**src/rtl/loader_pkg.sv**
```systemverilog
// Shared definitions for the instruction-memory loader.
// Holds the loader state encoding plus the address, word and stream widths
// used by imem_loader, word_assembler and imem_loader_if.
package loader_pkg;

  localparam int ADD_INST_SIZE  = 8;   // instruction-memory byte-address width
  localparam int SIZE_DATA      = 32;  // instruction word width
  localparam int BYTE_W         = 8;   // stream byte width
  localparam int MAX_WORDS      = 64;  // 2^ADD_INST_SIZE / 4
  localparam int BYTES_PER_WORD = 4;
  localparam int CNT_W          = 7;   // wide enough to hold MAX_WORDS itself

  typedef enum logic [2:0] {
    IDLE,
    COUNT,
    DATA,
    WRITE,
    CHECK,
    DONE,
    ERROR
  } loader_state_t;

endpackage

```
**src/rtl/imem_loader_if.sv**
```systemverilog
// Byte-stream input and instruction-memory write port of the loader.
//   rx_valid/rx_data/rx_ready : valid/ready byte stream into the loader
//   mem_we/mem_addr/mem_wdata : single-word write port of the instruction memory
// master : the loader side (consumes the stream, drives the memory write)
// slave  : the environment side (stream source and memory)
interface imem_loader_if;
  import loader_pkg::*;

  logic                     rx_valid;
  logic [BYTE_W-1:0]        rx_data;
  logic                     rx_ready;
  logic                     mem_we;
  logic [ADD_INST_SIZE-1:0] mem_addr;
  logic [SIZE_DATA-1:0]     mem_wdata;

  modport master (
    input  rx_valid, rx_data,
    output rx_ready, mem_we, mem_addr, mem_wdata
  );

  modport slave (
    output rx_valid, rx_data,
    input  rx_ready, mem_we, mem_addr, mem_wdata
  );

endinterface

```
**src/rtl/imem_loader_word_assembler.sv**
```systemverilog
// word_assembler: big-endian word builder for the loader.
// Ports:
//   clk, reset : clock and synchronous active-high reset
//   clear      : drop any partial word and restart at byte 0
//   shift_en   : shift byte_in into the low byte, oldest byte ends up as MSB
//   byte_in    : incoming stream byte
//   word       : current contents of the shift register
//   word_full  : the byte shifted in this cycle completes the word
module word_assembler
  import loader_pkg::*;
(
  input  logic                 clk,
  input  logic                 reset,
  input  logic                 clear,
  input  logic                 shift_en,
  input  logic [BYTE_W-1:0]    byte_in,
  output logic [SIZE_DATA-1:0] word,
  output logic                 word_full
);

  logic [1:0] byte_idx;

  // The 2-bit index wraps to 0 after the 4th byte, so the next word
  // starts cleanly without the FSM having to clear it.
  always_ff @(posedge clk) begin
    if (reset || clear) begin
      word     <= '0;
      byte_idx <= '0;
    end else if (shift_en) begin
      word     <= {word[SIZE_DATA-BYTE_W-1:0], byte_in};
      byte_idx <= byte_idx + 2'd1;
    end
  end

  assign word_full = (byte_idx == 2'(BYTES_PER_WORD - 1));

endmodule

```
**src/rtl/imem_loader.sv**
```systemverilog
// imem_loader: loads a program image into instruction memory from a byte stream
// and keeps the MIPS32 core in reset until the image is complete.
// Image format: one count byte N (1..MAX_WORDS), then N big-endian 32-bit words.
// Ports:
//   clk, reset   : clock and synchronous active-high reset
//   start        : one-cycle request to begin a load (ignored while busy)
//   bus          : imem_loader_if.master, byte stream in and memory write out
//   core_reset   : held high except when a load has completed successfully
//   busy/done/error : load in progress / image loaded / load aborted
//   words_loaded : words written so far in the current load
// Build option: define LOADER_CHECKSUM_EN to require a trailing XOR checksum
// byte over the payload (count byte excluded) before the core is released.
module imem_loader
  import loader_pkg::*;
(
  input  logic             clk,
  input  logic             reset,
  input  logic             start,
  imem_loader_if.master    bus,
  output logic             core_reset,
  output logic             busy,
  output logic             done,
  output logic             error,
  output logic [CNT_W-1:0] words_loaded
);

  loader_state_t    state, state_next;
  logic [CNT_W-1:0] word_count;
  logic             accept;
  logic             shift_en;
  logic             clear;
  logic             latch_count;
  logic             inc_words;
  logic             word_full;

`ifdef LOADER_CHECKSUM_EN
  logic [BYTE_W-1:0] xsum;
`endif

  word_assembler u_word_assembler (
    .clk       (clk),
    .reset     (reset),
    .clear     (clear),
    .shift_en  (shift_en),
    .byte_in   (bus.rx_data),
    .word      (bus.mem_wdata),
    .word_full (word_full)
  );

  assign accept         = bus.rx_valid & bus.rx_ready;
  assign bus.rx_ready   = (state == COUNT) || (state == DATA) || (state == CHECK);
  assign bus.mem_we     = (state == WRITE);
  assign bus.mem_addr   = ADD_INST_SIZE'({words_loaded, 2'b00});
  assign busy           = (state == COUNT) || (state == DATA) ||
                          (state == WRITE) || (state == CHECK);
  assign done           = (state == DONE);
  assign error          = (state == ERROR);
  assign core_reset     = (state != DONE);

  always_ff @(posedge clk) begin
    if (reset) state <= IDLE;
    else       state <= state_next;
  end

  // Next-state logic; also produces the one-cycle controls for the
  // word assembler and the word counters.
  always_comb begin
    state_next  = state;
    shift_en    = 1'b0;
    clear       = 1'b0;
    latch_count = 1'b0;
    inc_words   = 1'b0;
    case (state)
      IDLE, DONE, ERROR: begin
        if (start) begin
          state_next = COUNT;
          clear      = 1'b1;
        end
      end
      COUNT: begin
        if (accept) begin
          if (bus.rx_data == '0 || bus.rx_data > BYTE_W'(MAX_WORDS)) begin
            state_next = ERROR;
          end else begin
            latch_count = 1'b1;
            state_next  = DATA;
          end
        end
      end
      DATA: begin
        if (accept) begin
          shift_en = 1'b1;
          if (word_full) state_next = WRITE;
        end
      end
      WRITE: begin
        inc_words = 1'b1;
        if (words_loaded + CNT_W'(1) == word_count) begin
`ifdef LOADER_CHECKSUM_EN
          state_next = CHECK;
`else
          state_next = DONE;
`endif
        end else begin
          state_next = DATA;
        end
      end
`ifdef LOADER_CHECKSUM_EN
      CHECK: begin
        if (accept) begin
          if (bus.rx_data == xsum) state_next = DONE;
          else                     state_next = ERROR;
        end
      end
`endif
      default: state_next = IDLE;
    endcase
  end

  // Image length and progress counters; the checksum accumulates only
  // payload bytes, which are exactly the bytes shifted into the assembler.
  always_ff @(posedge clk) begin
    if (reset) begin
      word_count   <= '0;
      words_loaded <= '0;
`ifdef LOADER_CHECKSUM_EN
      xsum         <= '0;
`endif
    end else begin
      if (clear) begin
        words_loaded <= '0;
`ifdef LOADER_CHECKSUM_EN
        xsum         <= '0;
`endif
      end
      if (latch_count) word_count   <= bus.rx_data[CNT_W-1:0];
      if (inc_words)   words_loaded <= words_loaded + CNT_W'(1);
`ifdef LOADER_CHECKSUM_EN
      if (shift_en)    xsum         <= xsum ^ bus.rx_data;
`endif
    end
  end

endmodule

```
**src/flat_wrapper.sv**
```systemverilog
// flat-port wrapper written by rule: the top's interface ports become plain ports
module imem_loader_flat import loader_pkg::*;
  (clk, reset, start, core_reset, busy, done, error, words_loaded, bus_rx_valid, bus_rx_data, bus_rx_ready, bus_mem_we, bus_mem_addr, bus_mem_wdata);
  imem_loader_if bus_i ();
  input  logic clk;
  input  logic reset;
  input  logic start;
  output logic core_reset;
  output logic busy;
  output logic done;
  output logic error;
  output logic [CNT_W-1:0] words_loaded;
  input wire logic [$bits(bus_i.rx_valid)-1:0] bus_rx_valid;
  input wire logic [$bits(bus_i.rx_data)-1:0] bus_rx_data;
  output wire logic [$bits(bus_i.rx_ready)-1:0] bus_rx_ready;
  output wire logic [$bits(bus_i.mem_we)-1:0] bus_mem_we;
  output wire logic [$bits(bus_i.mem_addr)-1:0] bus_mem_addr;
  output wire logic [$bits(bus_i.mem_wdata)-1:0] bus_mem_wdata;
  assign bus_i.rx_valid = bus_rx_valid;
  assign bus_i.rx_data = bus_rx_data;
  assign bus_rx_ready = bus_i.rx_ready;
  assign bus_mem_we = bus_i.mem_we;
  assign bus_mem_addr = bus_i.mem_addr;
  assign bus_mem_wdata = bus_i.mem_wdata;
  imem_loader u_core (.clk(clk), .reset(reset), .start(start), .bus(bus_i), .core_reset(core_reset), .busy(busy), .done(done), .error(error), .words_loaded(words_loaded));
endmodule
```
**config.mk**
```make
export PLATFORM = sky130hd
export DESIGN_NAME = imem_loader_flat
export DESIGN_NICKNAME = d
export VERILOG_FILES = /design/src/rtl/loader_pkg.sv /design/src/rtl/imem_loader_if.sv /design/src/rtl/imem_loader_word_assembler.sv /design/src/rtl/imem_loader.sv /design/src/flat_wrapper.sv
export SDC_FILE = /design/constraint.sdc
export NUM_CORES = 1
export LEC_CHECK = 0
export ABC_AREA = 1
export CORE_ASPECT_RATIO = 2
export CORE_MARGIN = 3
export CORE_UTILIZATION = 38
export CTS_BUF_LIST = sky130_fd_sc_hd__clkbuf_4
export CTS_CLUSTER_SIZE = 30
export DETAILED_ROUTE_END_ITERATION = 12
export PLACE_DENSITY_LB_ADDON = 0.25
export SYNTH_ARGS = -nofsm -noshare
export SYNTH_HDL_FRONTEND = slang
export SYNTH_SLANG_ARGS = --single-unit
```
**constraint.sdc**
```tcl
create_clock -name clk -period 1.7 [get_ports clk]
set_input_delay 0.34 -clock clk [delete_from_list [all_inputs] [get_ports clk]]
set_output_delay 0.34 -clock clk [all_outputs]
set_load 0.05 [all_outputs]
```
# Word level (Yosys, flattened, before mapping)
# Cells that the tools add are included.
word_totals:
  input_bits: 12
  register_bits: 51
  out_inout_bits: 53
op_classes:
  eq_ne: 13
  order_cmp: 1
  muxes: 17
  n_reduce_logical: 11
  addsub: 2
  n_bitwise: 1
op_table:
  columns: ["op", "n"]
  rows:
  - ["$mux 3", 6]
  - ["$mux 7", 2]
  - ["$pmux 3 s4", 1]
  - ["$eq 3x3->1 const B", 3]
  - ["$gt 8x7->1 const B", 1]
  - ["$logic_not 8->1", 1]
  - ["$mux 1", 8]
  - ["$add 7x1->7 const B", 1]
  - ["$eq 7x7->1", 1]
  - ["$eq 3x2->1 const B", 2]
  - ["$logic_or 1x1->1", 6]
  - ["$ne 2x1->1 const B", 2]
  - ["$ne 2x2->1 const B", 2]
  - ["$reduce_and 4->1", 1]
  - ["$eq 3x1->1 const B", 1]
  - ["$logic_not 3->1", 1]
  - ["$ne 3x3->1 const B", 1]
  - ["$reduce_or 3->1", 1]
  - ["$add 2x1->2 const B", 1]
  - ["$eq 2x2->1 const B", 1]
  - ["$reduce_bool 2->1", 1]
  - ["$and 1x1->1", 1]

# Logic depth before layout (Yosys ltp)
depth:
  ltp_word: 6
  depth_mapped: 13

# Modules after synthesis
# Synthesis repeated with hierarchy kept, for this count alone.
unflattened:
  cells_unflattened: 405
  hier_area_um2: 2611.3
modules_own_cells:
  columns: ["module", "cells_each", "area_each_um2", "seq_area_each_um2", "instances"]
  rows:
  - ["word_assembler", 216, 1426.4, 680.7, 1]
  - ["imem_loader", 189, 1184.9, 340.3, 1]

# Worst setup path before layout
# OpenSTA, ideal clock, no wires.
synth_timing:
  path_kind: "register to output"
  from: "register u_core.state[2]"
  to: "output core_reset"
  setup_slack_ns: -0.338
  stages_incl_launch_ff: 5
  arrival_time_ns: 1.698
  cell_sequence: "dfxtp_1 > buf_2 > inv_1 > nor2_1 > inv_1"
synth_via:
  elab_chain_len: 1
synth_lines:
  columns: ["item", "line_no", "rtl"]
  rows:
  - ["start: declaration", "imem_loader.sv:27", "loader_state_t state, state_next;"]
  - ["start signal: assignment", "imem_loader.sv:62", "else state <= state_next;"]
  - ["$ne 3x3->1", "imem_loader.sv:58", "assign core_reset = (state != DONE);"]
  - ["end: declaration", "flat_wrapper.sv:8", "output logic core_reset;"]
# Every way passes these cells.

# Worst setup path after layout
layout_timing:
  from: "register u_core.state[0]"
  to: "output error"
layout_via:
  elab_chain_len: 1
layout_lines:
  columns: ["item", "line_no", "rtl"]
  rows:
  - ["$eq 3x3->1", "imem_loader.sv:57", "assign error = (state == ERROR);"]
  - ["end: declaration", "flat_wrapper.sv:11", "output logic error;"]
# Every way passes these cells.

==> impl.org <==
** Placement
- Half-perimeter wire length after placement :: about 4.7 mm
- Placer congestion estimate :: roughly 0.85
- During placement, the flow inserted port buffers numbering 62.
- Post-Place Worst Slack :: -226 ps

** CTS
- TritonCTS built the clock tree.
- Counting along the longest clock path gives a buffer depth of 2.
- The tree built by TritonCTS fans out to approximately 50 sinks.
- Clock buffers created by TritonCTS :: 5
- After clock tree synthesis, the clock-pin slew on the worst setup and hold paths is ~150 ps.
- Root Buffer :: sky130_fd_sc_hd__clkbuf_4
- Clock insertion delay at the later pin of the skew report :: a little under 400 ps
- H-tree level count :: 2

** Timing
- Setup repair after global routing could not meet its margin everywhere.
- Summed over all failing endpoints, the final setup total negative slack is 0 ps.
- Setup violations remaining at the end of the flow were counted as 0.
- In the post-route analysis, the smallest setup slack over all paths is between 30 and 40 ps.
- Final hold analysis gives a worst-case slack of 474 ps.
- Final hold violation count :: 0
- Subtracting the final worst setup slack from the clock period gives approximately 1700 ps.
- For the final database, setup skew stands at about 27 ps.
- Based on the critical path, the design can be clocked at up to between 500 and 600 MHz.
- Dividing the final minimum period by the clock period gives 0.981.
- The count of pins over their slew limit was 0.

** Floorplan
- Y dimension of the die :: roughly 120 um
- DIE WIDTH :: between 60 and 70 um
- Die area :: approximately 0.0072 sq mm
- I/O pin cnt :: between 60 and 70
- In this run the standard cell core region covers roughly 0.0059 sq mm.
- Row generation in the floorplan step produced 39 rows.
- Initial cell density of the core :: 0.401

** Cells and area
- 0 antenna diodes ended up in the layout.
- Of the cells placed in the final design, the portion with a size suffix greater than 1 is 0.318.
- The filler cells instantiated in the layout total 560.
- Layout-stage area growth over the synthesis result :: 40.0%
- In the final design database the tool counted around 420 nets.

** Power and ir drop
- Ratio of total power to cell area :: ~1100 mW/mm^2
- Leakage power :: 1.34 nW
- Worst vdd rail ir drop :: approximately 0.77 mV

** Yosys
- Gate count of the mapped netlist :: ~330
- Summing every instance area after synthesis gives between 0.002 and 0.0025 sq mm.
- For this run, the register share of the synthesized area comes to 0.435.
- The most used flip-flop cell after synthesis is sky130_fd_sc_hd__dfxtp_1.
- Average size of a mapped cell :: 7.19 sq um
- Of all flip-flops after synthesis, the portion carrying an async set or reset was 0.
- After synthesis the netlist holds a flip-flop and latch count of 51.
- The Yosys step of the flow raised 0 warnings.
- Number of unique standard cell types used by synthesis :: 26
- The synthesized design contains 0 enable-type register cells.

** Detailed routing
- WL final :: between 6 and 7 mm
- After detailed routing, the number of vias per cell comes to 5.06.
- The detail route stage leaves a number of antenna-violating nets equal to 0.
- After detailed routing, the average wire length per cell comes to 13.5 um.
- First-iteration detailed-routing DRC count :: 95
- Number of optimization iterations in the first detailed-route pass :: 4
- In the routed design, unresolved DRC markers number 0.
- Total vias in the final route :: around 2300

** Worst setup path
- Kind of capture point of the worst setup path :: primary output
- In this run the worst path has a maximum fanout of 4.
- Buf+Inv Stages, Crit Path :: 2
- Crit path DAT :: 1330 ps
- Cell family contributing the most delay on the critical path :: flip-flops
- Critical path's largest stage delay :: roughly 390 ps
- Walking the worst path, the cells encountered are inv_2, nand2_1, nor2_2, buf_12.
- Setup crit start kind :: flop
- Required time reported for the critical path endpoint :: 1360 ps
- Critical-path top delay cell :: sky130_fd_sc_hd__dfxtp_4
- The critical path is of the flop to primary output type.

** Global routing
- Entering global routing, the biggest net connects 35 pins.
- For this run, global-route usage on met3 was measured as 0.0373.
- Routing layer with the top usage in global route :: met2
- Via count of the first global-routing pass :: roughly 2200
- For this run, the total global-route usage over all layers was measured as 0.190.
- Wire length of the first global-routing pass :: 10.3 mm
- For met1 alone, demand over resource in global routing was 0.201.
- Met2 track utilization from global routing :: 0.348
- The number of antenna violations at the first check in global routing was 0.
- Grt ovf :: 0

** Min path
- In this run the worst hold path is classified as flop to flop.

** Run
- Across the run, the number of max-cap violations was 0.

** Status
- Status :: complete, no violations
-- path summary, 6_finish.rpt --
kind | start | endpoint | slack, ps | depth (start not counted)
setup / recovery | u_core.state[0] | error | 30 | 4
setup reg to reg | u_core.words_loaded[0] | u_core.state[2] | 90 | 11
hold reg to reg | u_core.u_word_assembler.word[26] | u_core.u_word_assembler.word[26] | 470 | 2
hold / removal | u_core.u_word_assembler.word[26] | u_core.u_word_assembler.word[26] | 470 | 2
-- synthesized netlist by cell type, types with 3 or more instances --
library cell	instances	share of area
sky130_fd_sc_hd__buf_2	8	0.017
sky130_fd_sc_hd__nor2_1	11	0.018
sky130_fd_sc_hd__buf_4	9	0.029
sky130_fd_sc_hd__o21ai_0	7	0.015
sky130_fd_sc_hd__inv_2	3	0.0048
sky130_fd_sc_hd__a21oi_1	50	0.11
sky130_fd_sc_hd__dfxtp_1	51	0.43
sky130_fd_sc_hd__nand3_2	3	0.013
sky130_fd_sc_hd__clkbuf_1	7	0.011
sky130_fd_sc_hd__a21oi_2	3	0.011
sky130_fd_sc_hd__nand2_2	3	0.0080
sky130_fd_sc_hd__inv_1	25	0.040
sky130_fd_sc_hd__nand3_1	48	0.10
sky130_fd_sc_hd__nand2_1	82	0.13
-- worst register-to-register path: stages (launching register included) --
cell	delay, ps
sky130_fd_sc_hd__dfxtp_4	400
sky130_fd_sc_hd__ha_4	150
sky130_fd_sc_hd__nand2_4	70
sky130_fd_sc_hd__nor2_4	160
sky130_fd_sc_hd__nand2_1	80
sky130_fd_sc_hd__nand2_2	80
sky130_fd_sc_hd__a21oi_1	80
sky130_fd_sc_hd__nor2_2	160
sky130_fd_sc_hd__nand3_2	100
sky130_fd_sc_hd__nand2_1	70
sky130_fd_sc_hd__nand2_1	60
sky130_fd_sc_hd__a21oi_2	120
-- placed cells by master, fill, tap and decap left out, types with 2 or more instances in the layout --
cell type                         instances
sky130_fd_sc_hd__nor2_2                   5
sky130_fd_sc_hd__buf_12                   8
sky130_fd_sc_hd__dfxtp_4                  4
sky130_fd_sc_hd__conb_1                   2
sky130_fd_sc_hd__o21ai_1                  4
sky130_fd_sc_hd__buf_4                   71
sky130_fd_sc_hd__nand3_1                 48
sky130_fd_sc_hd__a21oi_2                  3
sky130_fd_sc_hd__clkbuf_4                 6
sky130_fd_sc_hd__inv_2                    4
sky130_fd_sc_hd__bufinv_16                2
sky130_fd_sc_hd__o21ai_0                  5
sky130_fd_sc_hd__dfxtp_2                  4
sky130_fd_sc_hd__inv_1                   24
sky130_fd_sc_hd__dfxtp_1                 43
sky130_fd_sc_hd__nand2_1                 76
sky130_fd_sc_hd__nand2_2                  8
sky130_fd_sc_hd__a21oi_1                 49
sky130_fd_sc_hd__nand3_2                  3
sky130_fd_sc_hd__o21bai_1                 2
sky130_fd_sc_hd__clkdlybuf4s50_1         11
sky130_fd_sc_hd__nor2_4                   4
sky130_fd_sc_hd__nor2_1                   6
-- power breakdown --
| group | internal [mW] | total, mW | switching (mW) |
|---|---|---|---|
| sequential | 1.26 | 1.32 | 0.0591 |
| combinational | 0.560 | 1.47 | 0.907 |
| clock | 0.475 | 0.864 | 0.389 |
| total | 2.29 | 3.65 | 1.35 |
-- state kept, by name (all words and copies together) (netlist names) --
name                              cells
u_core.words_loaded                   7
u_core.u_word_assembler.word         32
u_core.word_count                     7
u_core.u_word_assembler.byte_idx      2
u_core.state                          3
-- what timing repair did --
| item | in CTS | in global routing |
|---|---|---|
| gates resized for setup | 11 | 12 |
| hold buffers | 0 | 0 |
| setup endpoints to repair | 7 | 10 |
| pin swaps | 5 | 5 |
| setup buffers | 3 | 6 |
-- final cells by class --
cell class                 instances  area (sq um)  area share
multi-input combinational        225          1160       0.352
sequential                        51          1040       0.316
timing repair buffer              90           803       0.244
inverter                          28           105      0.0319
tap                               61          76.3      0.0232
clock inverter                     2          60.1      0.0183
clock buffer                       6          45.0      0.0137
-- logic make-up after synthesis --
family	count (synthesis)	synth area share
adders and majority gates	2	0.0106
AOI/OAI and AO/OA	67	0.154
DFF	51	0.435
buffers and inverters	52	0.102
xor gates and xnor gates	1	0.00373
other	1	0.00160
and+or+nand+nor	153	0.293
-- per-stage QoR --
step	area [sq um]	util	instances	power, mW
2_1_floorplan	2370	-	328	2.16
3_3_place_gp	3050	0.521	446	2.65
3_5_place_dp	3050	0.521	446	2.66
4_1_cts	3220	0.549	457	3.60
5_1_grt	3290	0.562	463	3.84
6_report	3290	0.562	463	3.65
-- layer usage --
metal	share of wire	vias up
li1	-	1213
met1	0.36	1064
met2	0.58	55
met3	0.043	12
met4	0.024	0
met5	0	-
No activity file was read; power rests on OpenSTA's default activity.
